==> src/rtl/inst_fetch_buffer.sv <==
// inst_fetch_buffer: show-ahead fetch-to-decode FIFO presenting up to two oldest instructions per cycle
module inst_fetch_buffer #(
  parameter int DEPTH       = 8,
  parameter int ALMOST_FULL = 6,
  parameter int ADDR_W      = 32,
  parameter int INST_W      = 32,
  parameter int ECODE_W     = 7
) (
  input  logic                     clk,
  input  logic                     rst,
  input  logic                     flush,
  input  logic                     enq_valid,
  input  logic [ADDR_W-1:0]        enq_pc,
  input  logic [INST_W-1:0]        enq_inst,
  input  logic                     enq_exc,
  input  logic [ECODE_W-1:0]       enq_ecode,
  output logic                     enq_ready,
  output logic                     stall_o,
  output logic                     deq_valid_1,
  output logic                     deq_valid_2,
  output logic [ADDR_W-1:0]        deq_pc_1,
  output logic [ADDR_W-1:0]        deq_pc_2,
  output logic [INST_W-1:0]        deq_inst_1,
  output logic [INST_W-1:0]        deq_inst_2,
  output logic                     deq_exc_1,
  output logic                     deq_exc_2,
  output logic [ECODE_W-1:0]       deq_ecode_1,
  output logic [ECODE_W-1:0]       deq_ecode_2,
  input  logic                     deq_ready_1,
  input  logic                     deq_ready_2,
  output logic [$clog2(DEPTH):0]   count
);
  localparam int PW = $clog2(DEPTH);
  localparam int CW = PW + 1;
  logic [ADDR_W-1:0]  r_pc    [DEPTH];
  logic [INST_W-1:0]  r_inst  [DEPTH];
  logic               r_exc   [DEPTH];
  logic [ECODE_W-1:0] r_ecode [DEPTH];
  logic [PW-1:0]      r_head, r_tail;
  logic [CW-1:0]      r_count;
  logic [PW-1:0]      w_head_1;
  logic               w_enq_fire;
  logic [1:0]         w_n;
  assign w_head_1    = r_head + PW'(1);
  assign enq_ready   = r_count < CW'(DEPTH);
  assign stall_o     = r_count >= CW'(ALMOST_FULL);
  assign count       = r_count;
  assign deq_valid_1 = r_count != '0;
  // an excepting head is issued alone so decode never pairs it with a younger instruction
  assign deq_valid_2 = (r_count >= CW'(2)) && !r_exc[r_head];
  assign deq_pc_1    = deq_valid_1 ? r_pc[r_head]      : '0;
  assign deq_inst_1  = deq_valid_1 ? r_inst[r_head]    : '0;
  assign deq_exc_1   = deq_valid_1 ? r_exc[r_head]     : 1'b0;
  assign deq_ecode_1 = deq_valid_1 ? r_ecode[r_head]   : '0;
  assign deq_pc_2    = deq_valid_2 ? r_pc[w_head_1]    : '0;
  assign deq_inst_2  = deq_valid_2 ? r_inst[w_head_1]  : '0;
  assign deq_exc_2   = deq_valid_2 ? r_exc[w_head_1]   : 1'b0;
  assign deq_ecode_2 = deq_valid_2 ? r_ecode[w_head_1] : '0;
  assign w_enq_fire  = enq_valid && enq_ready && !flush;
  assign w_n         = {1'b0, deq_valid_1 && deq_ready_1} + {1'b0, deq_valid_2 && deq_ready_2 && deq_ready_1};
  always_ff @(posedge clk) begin
    if (w_enq_fire) begin
      r_pc[r_tail]    <= enq_pc;
      r_inst[r_tail]  <= enq_inst;
      r_exc[r_tail]   <= enq_exc;
      r_ecode[r_tail] <= enq_ecode;
    end
  end
  always_ff @(posedge clk) begin
    if (rst || flush) begin
      r_head  <= '0;
      r_tail  <= '0;
      r_count <= '0;
    end else begin
      r_head  <= r_head + PW'(w_n);
      r_tail  <= r_tail + PW'(w_enq_fire);
      r_count <= r_count + CW'(w_enq_fire) - CW'(w_n);
    end
  end
endmodule

==> config.mk <==
export PLATFORM = sky130hd
export DESIGN_NAME = inst_fetch_buffer
export DESIGN_NICKNAME = d
export VERILOG_FILES = /design/src/rtl/inst_fetch_buffer.sv
export SDC_FILE = /design/constraint.sdc
export NUM_CORES = 1
export LEC_CHECK = 0
export CAP_MARGIN = 20
export CORE_ASPECT_RATIO = 1.75
export CORE_MARGIN = 2
export CORE_UTILIZATION = 40
export DETAILED_ROUTE_END_ITERATION = 8
export DONT_BUFFER_PORTS = 1
export SLEW_MARGIN = 20
export SYNTH_ARGS = -nofsm -noshare
export SYNTH_HDL_FRONTEND = slang
export SYNTH_SLANG_ARGS = --single-unit
==> constraint.sdc <==
create_clock -name clk -period 12.5 [get_ports clk]
set_clock_uncertainty 0.1 [all_clocks]
set_input_delay 2.5 -clock clk [delete_from_list [all_inputs] [get_ports clk]]
set_output_delay 2.5 -clock clk [all_outputs]
set_load 0.02 [all_outputs]
==> flow_results.org <==
** STA
- Pin slew with the least headroom to its limit :: ~1000 ps
- Highest achievable clock rate :: 0.142 GHz
- After routing, the total negative slack on setup checks comes to 0 ps.
- The hold violation total from the final report came to 0.
- Headroom to the max-slew limit came out at between 30% and 40%.
- Final setup fails :: 0
- RSZ-0062 raised after global routing :: false
- Fin Hold WS :: 537 ps
- Post-route fraction of the period consumed by the critical path :: a little under three fifths
- The count of pins over their slew limit is 0.
- Crit path time final :: 7040 ps

** Logic synthesis
- Cell with the most instances after synthesis :: sky130_fd_sc_hd__edfxtp_1
- Counting every net in the synthesized netlist gives 1,500.
- Register bit count reported by yosys :: between 500 and 600
- Biggest area consumer among synthesized cells :: sky130_fd_sc_hd__edfxtp_1
- Among all flip-flop cells after synthesis, the most frequent one is sky130_fd_sc_hd__edfxtp_1.
- Counting flops with an async set or reset pin after synthesis yields a share of 0%.
- Syn Std Cell Area :: roughly 27,000 sq um
- Cells after Synth :: about 1,400
- By count the netlist is led by sky130_fd_sc_hd__edfxtp_1 (576), sky130_fd_sc_hd__mux4_2 (286), sky130_fd_sc_hd__nand2_1 (148), sky130_fd_sc_hd__nor2_1 (82), sky130_fd_sc_hd__mux2i_1 (75).
- For this run, the number of Yosys warnings is 0.
- Number of enable flip-flop cells after synthesis :: 576
- By area the synthesized netlist is led by sky130_fd_sc_hd__edfxtp_1 (64%), sky130_fd_sc_hd__mux4_2 (24%), sky130_fd_sc_hd__mux2i_1 (2.8%).
- For this run, the register share of the synthesized area comes to 64.8%.
- Library cells used by synthesis :: 28
- Post-synthesis average cell area :: between 15 and 20 sq um
- Share of Yosys cell area claimed by the top area cell type :: ~64%

** Critical path
- Max stage delay on crit path :: around 870 ps
- WP data arrival :: ~4400 ps
- STA puts the critical path data required time at between 9000 and 10,000 ps.
- Of all nets on the critical path, the largest fanout is 43.
- Critical path class :: reg2out
- Among all stages on the critical path, the largest delay is contributed by sky130_fd_sc_hd__buf_4.
- The setup check on the worst reg-to-reg path leaves a slack of between 7000 and 8000 ps.
- STA classifies the critical path startpoint as a flip-flop.
- Among the stages of the critical path, the cell type that occurs most often is sky130_fd_sc_hd__buf_4.
- Traced cell by cell, the critical path runs through buf_4 -> buf_4 -> mux4_2 -> mux2i_1 -> nor2_1.
- STA classifies the critical path endpoint as a primary output.

** Die
- Number of standard-cell rows in the floorplan :: between 100 and 150
- The die covers approximately 70,000 sq um.
- Core region area :: 67,200 sq um
- between 200 and 250 I/O pins were placed.
- Die H :: 348 um
- For this configuration, the core starts out at a cell density of 40.2%.
- Horizontal die dimension :: 200 um

** Clock tree
- CTS hold repair buffers :: 0
- TritonCTS built the clock tree.
- Maximum number of buffers from clock root to sink :: 3
- Counting the buffers created by CTS gives 56.
- In this run the clock root is driven by a sky130_fd_sc_hd__clkbuf_16.
- The clock tree synthesis step divided the H-tree into 2 levels.
- In this run, post-CTS repair resized a total of 0 instances.
- Worst-Skew Late Latency :: 620 ps
- Clock transition at the register clock pins on the worst setup and hold paths after CTS :: approximately 60 ps
- Clk sinks :: between 500 and 600
- Number of buffers inserted by post-CTS setup repair :: 0

** Placed design
- Routability congestion estimate :: roughly 0.74
- Detailed placement finished with a half-perimeter wire length of ~40,000 um.
- Buffers placed on the I/O ports in this run total 0.

** Flow run
- Max capacitance violation total :: 0

** Global routing
- Global routing usage summed across all routing layers :: 19.5%
- Total congestion overflow after global routing :: 0
- Entering global routing, the biggest net connects 71 pins.
- The initial antenna violation count was 0.
- Via count of the first global-routing pass :: around 15,000
- First-pass GRT wire length :: around 100,000 um

** Layout
- Number of nets at the end of the flow :: around 1,500
- Number of inserted diodes :: 0
- Cells with a size suffix above 1 make up between 20% and 30% of the layout.
- Area overhead of the layout relative to synthesis :: 9.85%
- At the end of the flow the core is filled with cells to 44.2%.
- The layout has roughly 5,900 filler cells.

** Detailed routing
- Total met2 wirelength after detailed routing :: between 30,000 and 40,000 um
- Drt via density :: between 5 and 6
- Post-route DRC :: 0
- After detailed routing, the average wire length per cell comes to between 20 and 30 um.
- For this block, the routed nets add up to about 68,000 um of wire.
- Vias :: ~14,000
- The highest metal layer carrying signal wires in the routed design is met4.
- Antenna-violating nets left :: 0
- Before antenna repair, the detailed router went through 5 iterations.
- For this block, wires on met1 add up to roughly 26,000 um.
- Wire segments on met3 add up to a little under 5000 um in the final route.
- The first routing iteration left 876 violations.

** Power
- Total leakage power :: 8.71 nW
- IR analysis of the VDD net gives a maximum drop of 139 uV.
- Power spread over the standard cell area amounts to around 170 nW/um^2.

** Outcome
- The flow ran to the end, and the final reports show no timing, DRC or antenna violations.

** Worst hold path
- The tightest min-delay check is of the reg2reg type.
report_power, final:
group | total (mW) | leakage, nW | switching (mW) | internal (mW)
clock network | 1.68 | 0.874 | 0.726 | 0.959
logic | 1.25 | 2.55 | 0.860 | 0.388
registers | 2.24 | 5.29 | 0.0400 | 2.20
worst paths after layout:
check / start / end / cells past startpoint
setup / recovery: r_head[1] / deq_pc_1[16] / 5
hold reg to reg: r_tail[0] / r_tail[0] / 2
hold / removal: r_tail[0] / r_tail[0] / 2
setup reg to reg: r_head[0] / r_head[2] / 11
cell usage in the layout (no fill, tap or decap), drive strengths merged, types with 12 or more instances in the layout:
cell type,synthesis,layout
a21oi,73,73
buf,82,33
clkbuf,21,74
clkinv,0,16
edfxtp,576,576
ha,12,12
mux2i,75,75
mux4,286,286
nand2,148,148
nor2,82,82
flip-flops by register name (all words and copies together) (netlist names):
signal and cells:
r_pc 256, r_head 3, r_inst 256, count 4, r_tail 3, r_exc 8, r_ecode 56
worst max-delay path, delay by kind of cell (launching register included):
family,cells,cell delay [ps]
buffers and inverters,2,1640
muxes,2,1050
DFF,1,810
and+or+nand+nor,1,230
logic make-up after synthesis:
kind of cell | synth area share [%]
multiplexers | 26.6
AO/OA/AOI/OAI | 1.46
buffers and inverters | 2.53
flip-flops | 64.8
adder cells (fa/ha/maj) | 0.704
AND/OR/NAND/NOR | 3.70
XOR/XNOR | 0.222
through the flow:
| stage | std cells | instance area (sq um) | worst slack (ps) | power [mW] |
|---|---|---|---|---|
| floorplan | 1408 | 27000 | 3920 | 3.27 |
| global placement | 2233 | 27800 | 5920 | 3.55 |
| detailed placement | 2233 | 27800 | 5930 | 3.56 |
| CTS | 2337 | 29700 | 5240 | 5.25 |
| global route | 2338 | 29700 | 5030 | 5.38 |
| finish | 2338 | 29700 | 5460 | 5.17 |
per-layer routing:
metal | vias to the layer above | global-route usage [%]
li1 | 5774 | -
met5 | - | 0
met1 | 7452 | 23.6
met4 | 0 | 6.30
met2 | 458 | 34.1
met3 | 109 | 5.05
area by class of cell:
cell class	instances	area (sq um)	share of cell area [%]
Sequential cell	586	17500	59.0
Inverter	8	30.0	0.101
Clock inverter	30	294	0.991
Multi-Input combinational cell	711	8940	30.1
Tap cell	896	1120	3.78
Clock buffer	74	1520	5.12
Timing Repair Buffer	33	264	0.890
Power figures use the tool's default switching activity.
